### config.mk
export PLATFORM = sky130hd
export DESIGN_NAME = shift_register_universal
export DESIGN_NICKNAME = d
export VERILOG_FILES = /design/src/rtl/shift_register_universal.sv
export SDC_FILE = /design/constraint.sdc
export NUM_CORES = 1
export LEC_CHECK = 0
export ABC_AREA = 0
export CORE_UTILIZATION = 36
export CTS_CLUSTER_SIZE = 25
export DETAILED_ROUTE_END_ITERATION = 8
export GPL_ROUTABILITY_DRIVEN = 0
export PLACE_DENSITY = 0.76
export SLEW_MARGIN = 40
export SYNTH_ARGS = -nofsm -noshare
export SYNTH_HDL_FRONTEND = slang
export SYNTH_SLANG_ARGS = --single-unit
### constraint.sdc
create_clock -name clk -period 1.31 [get_ports clk]
set_input_delay 0.262 -clock clk [delete_from_list [all_inputs] [get_ports clk]]
set_output_delay 0.262 -clock clk [all_outputs]
set_load 0.005 [all_outputs]
### src/rtl/shift_register_universal.sv
// Universal shift register (hold / shift left / shift right / load) with a shift counter and word-complete pulse.
// Latency 1 clk on qualified edges (clockEdge=1); no backpressure, the caller paces updates through clockEdge.
module shift_register_universal #(
  parameter int               width      = 8,
  parameter logic [width-1:0] resetValue = '0,
  parameter int               cntWidth   = $clog2(width + 1)
) (
  input  logic                clk,
  input  logic                resetN,
  input  logic                clockEdge,
  input  logic [1:0]          mode,
  input  logic                serialIn,
  input  logic [width-1:0]    parallelIn,
  output logic [width-1:0]    parallelOut,
  output logic                serialOutMsb,
  output logic                serialOutLsb,
  output logic [cntWidth-1:0] shiftCount,
  output logic                wordDone
);

  localparam logic [1:0] MODE_HOLD  = 2'b00;
  localparam logic [1:0] MODE_LEFT  = 2'b01;
  localparam logic [1:0] MODE_RIGHT = 2'b10;
  localparam logic [1:0] MODE_LOAD  = 2'b11;

  localparam logic [cntWidth-1:0] CNT_LAST = cntWidth'(width - 1);

  logic               shift_evt;
  logic               word_end;
  logic [width-1:0]   data_nxt;

  assign shift_evt = clockEdge && ((mode == MODE_LEFT) || (mode == MODE_RIGHT));
  assign word_end  = shift_evt && (shiftCount == CNT_LAST);

  always_comb begin
    data_nxt = parallelOut;
    case (mode)
      MODE_LEFT:  data_nxt = {parallelOut[width-2:0], serialIn};
      MODE_RIGHT: data_nxt = {serialIn, parallelOut[width-1:1]};
      MODE_LOAD:  data_nxt = parallelIn;
      default:    data_nxt = parallelOut;
    endcase
  end

  // wordDone clears on every clk, so it is never wider than one cycle even while clockEdge is low.
  always_ff @(posedge clk or negedge resetN) begin
    if (!resetN) begin
      parallelOut <= resetValue;
      shiftCount  <= '0;
      wordDone    <= 1'b0;
    end else begin
      wordDone <= word_end;
      if (clockEdge) begin
        parallelOut <= data_nxt;
        if (mode == MODE_LOAD || word_end) begin
          shiftCount <= '0;
        end else if (shift_evt) begin
          shiftCount <= shiftCount + cntWidth'(1);
        end
      end
    end
  end

  assign serialOutMsb = parallelOut[width-1];
  assign serialOutLsb = parallelOut[0];

endmodule

* Yosys cells after proc, flatten, opt, wreduce, memory -nomap -nowiden
Index checks and enable logic that the tools add are counted.
** Storage, ports and cells
- Bits in registers :: 13
- Bits of input ports :: 14
- Output and inout bits :: 15
- Word-level logic and storage cells :: 19
** Cells by class
- Add/subtract/negate cells :: 1
- Equal/unequal tests :: 4
- Mux-type cells :: 3
- Reduce and logical (&&, ||, !) cells :: 8
** Operators with widths (count)
- case mux 8 bit (3 select lines) :: 1
- two-way mux 4 bit :: 2
- adder 4 x 1 -> 4 bit (second input constant) :: 1
- == test 2 bit (second input constant) :: 2
- == test 4 x 3 -> 1 bit (second input constant) :: 1
- AND reduction 2 bit :: 2
- nonzero test 3 bit :: 1
- == test 2 x 1 -> 1 bit (second input constant) :: 1
- logical AND 1 bit :: 2
- logical OR 1 bit :: 2
- nonzero test 2 bit :: 1

* Depth between registers and ports, before layout
- Depth after elaboration :: 7
- Gate-level depth with buffers :: 6
- Mapped depth without buffers :: 5

* Least setup slack after synthesis
OpenSTA, ideal clock, no wires.
- Path kind :: input-to-reg
- From :: input port mode[0]
- To :: register shiftCount[3]
- Setup time :: 0.101 ns
- Data arrival time :: 1.082 ns
- Data required time :: 1.209 ns
- Slack :: 0.127 ns
- Cell stages on the path :: 5
- Buffers on the path :: 0
- Path through :: inv_1 ha_1 nand4_1 mux2i_1 o32ai_1
** On the way
- Cells in the longest elaborated chain, start to end :: 7
- Elaborated cells between the ends (all ways) :: 10
- Classes of those cells :: eq/ne (3); mux (1); reduce/logical (6)
** Ends and longest elaborated chain
- start: declaration :: RTL line 11 : input logic [1:0] mode,
- == test 2 x 1 -> 1 bit or == test 2 bit (tied branches) :: RTL line 32 : assign shift_evt = clockEdge && ((mode == MODE_LEFT) || (mode == MODE_RIGHT));
- logical OR 1 bit :: RTL line 32
- logical AND 1 bit :: RTL line 32
- logical AND 1 bit :: RTL line 33 : assign word_end = shift_evt && (shiftCount == CNT_LAST);
- logical OR 1 bit :: RTL line 55 : if (mode == MODE_LOAD || word_end) begin
- nonzero test 2 bit (no source line)
- AND reduction 2 bit (no source line)
- end signal: assignment :: RTL line 58 : shiftCount <= shiftCount + cntWidth'(1);
- end: declaration :: RTL line 17 : output logic [cntWidth-1:0] shiftCount,
Parallel ways exist; a longest one is shown, timed or not.
A chain may end at the register's enable or synchronous reset.

* Worst setup path after layout
- From :: register shiftCount[0]
- To :: register shiftCount[1]
** On the way
- Cells in the longest elaborated chain, start to end :: 5
- Elaborated cells between the ends (all ways) :: 8
- Classes of those cells :: add/sub (1); eq/ne (1); mux (2); reduce/logical (4)
** Ends and longest elaborated chain
- parallel branches: the longest is 5 deep, another holds adder 4 x 1 -> 4 bit
Several ways; the timed one is not identified. The select of a mux whose other input is x is not followed.

==> impl_summary.txt <==
----------------------------------------------------
[Synth]
  Area leader, netlist ... sky130_fd_sc_hd__dfrtp_1
  Synthesized netlist cell count ... 80
  Sequential area share after synthesis ... 42.3%
  Unique cell type count in the Yosys netlist ... 26
  Share of the synthesized area in the top cell type ... 42.3%
  Post-synth net total ... 98
  Post-synthesis instance area ... 769 um^2
  Cell types with the largest area share after synthesis ... sky130_fd_sc_hd__dfrtp_1 42%, sky130_fd_sc_hd__a22o_1 6.8%, sky130_fd_sc_hd__ha_1 6.5%
  Yosys synthesis warning count ... 0
  Average footprint of a synthesized cell ... 9.62 um^2
  Total of flip-flops plus latches after synthesis ... 13

[Worst setup path]
  R2r startpoint ... shiftCount[0]$_DFFE_PN0P_
  R2R Path End ... shiftCount[1]$_DFFE_PN0P_
  R2R Setup Slk ... 0.05 ns
  Data required time of the critical path ... 1.48 ns
  Startpoint type of the worst setup path ... register
  CP Max Fanout ... 4
  Endpoint kind of the worst setup timing path ... register
  Type of the setup path with the least slack ... register to register
  Data arrival time of the worst path ... 1.43 ns
  Worst reg2reg path depth ... 5

[Run status]
  Status ... complete, no violations

[Clock network]
  Number of sinks driven by the clock tree ... 13
  TritonCTS clock tree ... done
  Cts bufs inserted ... 3
  Buffer cell driving the clock tree root ... sky130_fd_sc_hd__clkbuf_4
  Number of buffers between clock root and the deepest sink ... 2
  H-tree levels ... 1
  Clock Pin Slew Worst Setup and Hold Paths ... 0.08 ns
  Clk_lat worst skew ... 0.28 ns
  Number of hold-repair buffers added at the cts stage ... 0

[Hold path]
  Type of the worst min-delay path ... input pin to asynchronous set/reset pin

[Place]
  IO buf count ... 28
  Detailed-placement wirelength estimate ... 1.34 mm
  Instance area at placement ... 1110 um^2

[Route]
  Remaining antenna violation count after routing ... 0
  Vias per Instance ... 5.09
  Number of detailed-route iterations in the first pass ... 4
  Detailed Route Iter0 Violations ... 10
  Wire length reported by the detailed router ... 2.01 mm
  WL/cell ... 13.2 um
  # DRC ... 0
  Routed via count ... 779

[Die]
  Die width ... 48.2 um
  Num ports ... 29
  Core Rows ... 16
  Die Outline Area ... 2330 um^2
  Die Height ... 48.2 um
  Core outline area ... 1980 um^2
  Initial core utilization ... 38.8%

[Cells and area]
  Fillcell total ... 175
  Sequential cell area in the final layout ... 325 um^2
  Number of antenna diodes ... 0
  Share of final-layout standard cells stronger than drive strength 1 ... 27.0%
  Relative area change from synthesis to final layout ... 60.7%
  Area of the multi-input gates ... 409 um^2
  Final layout net count ... 145
  Final design area excluding fillers ... 1240 um^2

[STA]
  Slew headroom ... 80.1%
  Max Transition Viols Final ... 0
  Unrepaired setup endpoints after global routing ... false
  Worst Skew ... 0.00590 ns
  Final period utilization ... 96.0%
  Setup violators final ... 0
  Final Hold Viols ... 0
  Achievable frequency ... 0.795 GHz
  Final critical-path required period ... 1.26 ns
  Slew of the pin with the lowest slew margin ... 0.298 ns

[Power and ir drop]
  Static leakage ... 0.612 nW
  Largest voltage drop on the vdd net ... 779 uV
  Overall power ... 1.58 mW
  Cell Pwr Density ... 1280 nW/um^2

[Global routing]
  Largest net degree at the start of global routing ... 17
  Via count of the first global-routing pass ... 659
  Overall track demand over capacity in global routing ... 17.3%
  Initial antenna violation count ... 0
  First-pass GRT wire length ... 2.71 mm
  Grt ovf ... 0

[Job]
  MaxCap Viol Count ... 0

----------------------------------------------------
power by group:
group	internal (mW)	switching (mW)	leakage, nW
sequential	0.497	0.0490	0.164
clock	0.118	0.133	0.0150
combinational	0.452	0.328	0.434
cells in the mapped netlist, drive strengths merged:
cell / instances
nand4: 1
a21oi: 9
dfrtp: 13
and4b: 1
and3b: 1
and3: 1
nor2: 1
o22ai: 3
ha: 4
buf: 6
o21ai: 8
a22o: 8
a2bb2oi: 2
nand2: 9
o32ai: 1
inv: 6
nand2b: 1
and2: 1
and2b: 1
nand4b: 1
nor3: 1
mux2i: 1
how the worst max path moves through the flow:
stage / end / depth (start not counted) / slack, ns / start
finish: shiftCount[1]$_DFFE_PN0P_ / 5 / 0.05 / shiftCount[0]$_DFFE_PN0P_
global placement: shiftCount[3]$_DFFE_PN0P_ / 6 / -0.46 / mode[1]
global route: shiftCount[1]$_DFFE_PN0P_ / 5 / 0.02 / shiftCount[0]$_DFFE_PN0P_
floorplan: shiftCount[3]$_DFFE_PN0P_ / 5 / 0.13 / mode[0]
CTS: shiftCount[1]$_DFFE_PN0P_ / 5 / 0.001 / shiftCount[0]$_DFFE_PN0P_
detailed placement: shiftCount[3]$_DFFE_PN0P_ / 6 / -0.50 / mode[0]
layout make-up:
type | instances | area share, %
repair buffers | 48 | 33.9
clock buffers | 4 | 2.13
well taps | 27 | 2.73
flip-flops and latches | 13 | 26.3
multi-input cells | 55 | 33.1
inverters | 6 | 1.82
registers in the layout, summed over array words and instances, names as in the netlist:
name         count
wordDone         1
parallelOut      8
shiftCount       4
timing repair:
action	4_1_cts	5_1_grt
setup endpoints to repair	28	5
resized for setup	21	6
pin swaps	1	1
buffers inserted	12	0
kinds of logic (layout without fill, tap and decap cells):
group / Yosys count / in the layout / share of synthesized area, %
AOI/OAI and AO/OA: 31 / 31 / 26.3
adders and majority gates: 4 / 4 / 6.50
buffers and inverters: 12 / 58 / 8.94
DFF: 13 / 13 / 42.3
muxes: 1 / 1 / 1.30
and+or+nand+nor: 19 / 19 / 14.6
per-layer routing:
| layer | track usage (%) | up-vias | part of all wire [%] |
|---|---|---|---|
| li1 | - | 383 | - |
| met1 | 19.6 | 362 | 44 |
| met2 | 30.7 | 30 | 48 |
| met3 | 3.33 | 4 | 6.2 |
| met4 | 8.33 | 0 | 1.9 |
| met5 | 0 | - | 0 |
worst max-delay path, stage by stage (launching register included):
cell                        delay [ns]
sky130_fd_sc_hd__dfrtp_1          0.39
sky130_fd_sc_hd__buf_4            0.16
sky130_fd_sc_hd__ha_4             0.22
sky130_fd_sc_hd__and3_1           0.16
sky130_fd_sc_hd__a2bb2oi_1        0.13
sky130_fd_sc_hd__o22ai_1          0.10
layout by cell type, fill, tap and decap left out, types with 2 or more instances in the layout:
| cell type | instances |
|---|---|
| sky130_fd_sc_hd__buf_4 | 19 |
| sky130_fd_sc_hd__dlygate4sd2_1 | 15 |
| sky130_fd_sc_hd__dfrtp_1 | 13 |
| sky130_fd_sc_hd__clkdlybuf4s50_1 | 11 |
| sky130_fd_sc_hd__a21oi_1 | 8 |
| sky130_fd_sc_hd__nand2_1 | 8 |
| sky130_fd_sc_hd__a22o_1 | 6 |
| sky130_fd_sc_hd__o21ai_1 | 6 |
| sky130_fd_sc_hd__inv_1 | 5 |
| sky130_fd_sc_hd__o22ai_1 | 3 |
| sky130_fd_sc_hd__clkbuf_4 | 3 |
| sky130_fd_sc_hd__a22o_2 | 2 |
| sky130_fd_sc_hd__o21ai_0 | 2 |
| sky130_fd_sc_hd__a2bb2oi_1 | 2 |
| sky130_fd_sc_hd__ha_4 | 2 |
per-stage QoR:
stage / cells / worst slack [ns] / setup TNS, ns / hold slack [ns] / util (%)
after floorplan: 80 / 0.127 / 0 / -0.0336 / -
after global placement: 137 / -0.461 / -4.97 / 0.518 / 56.0
after detailed placement: 137 / -0.501 / -5.69 / 0.535 / 56.0
after CTS: 153 / 0.00130 / 0 / 0.293 / 61.6
after global routing: 153 / 0.0177 / 0 / 0.293 / 62.4
final: 153 / 0.0522 / 0 / 0.286 / 62.4
(Power assumes the default switching activity.)
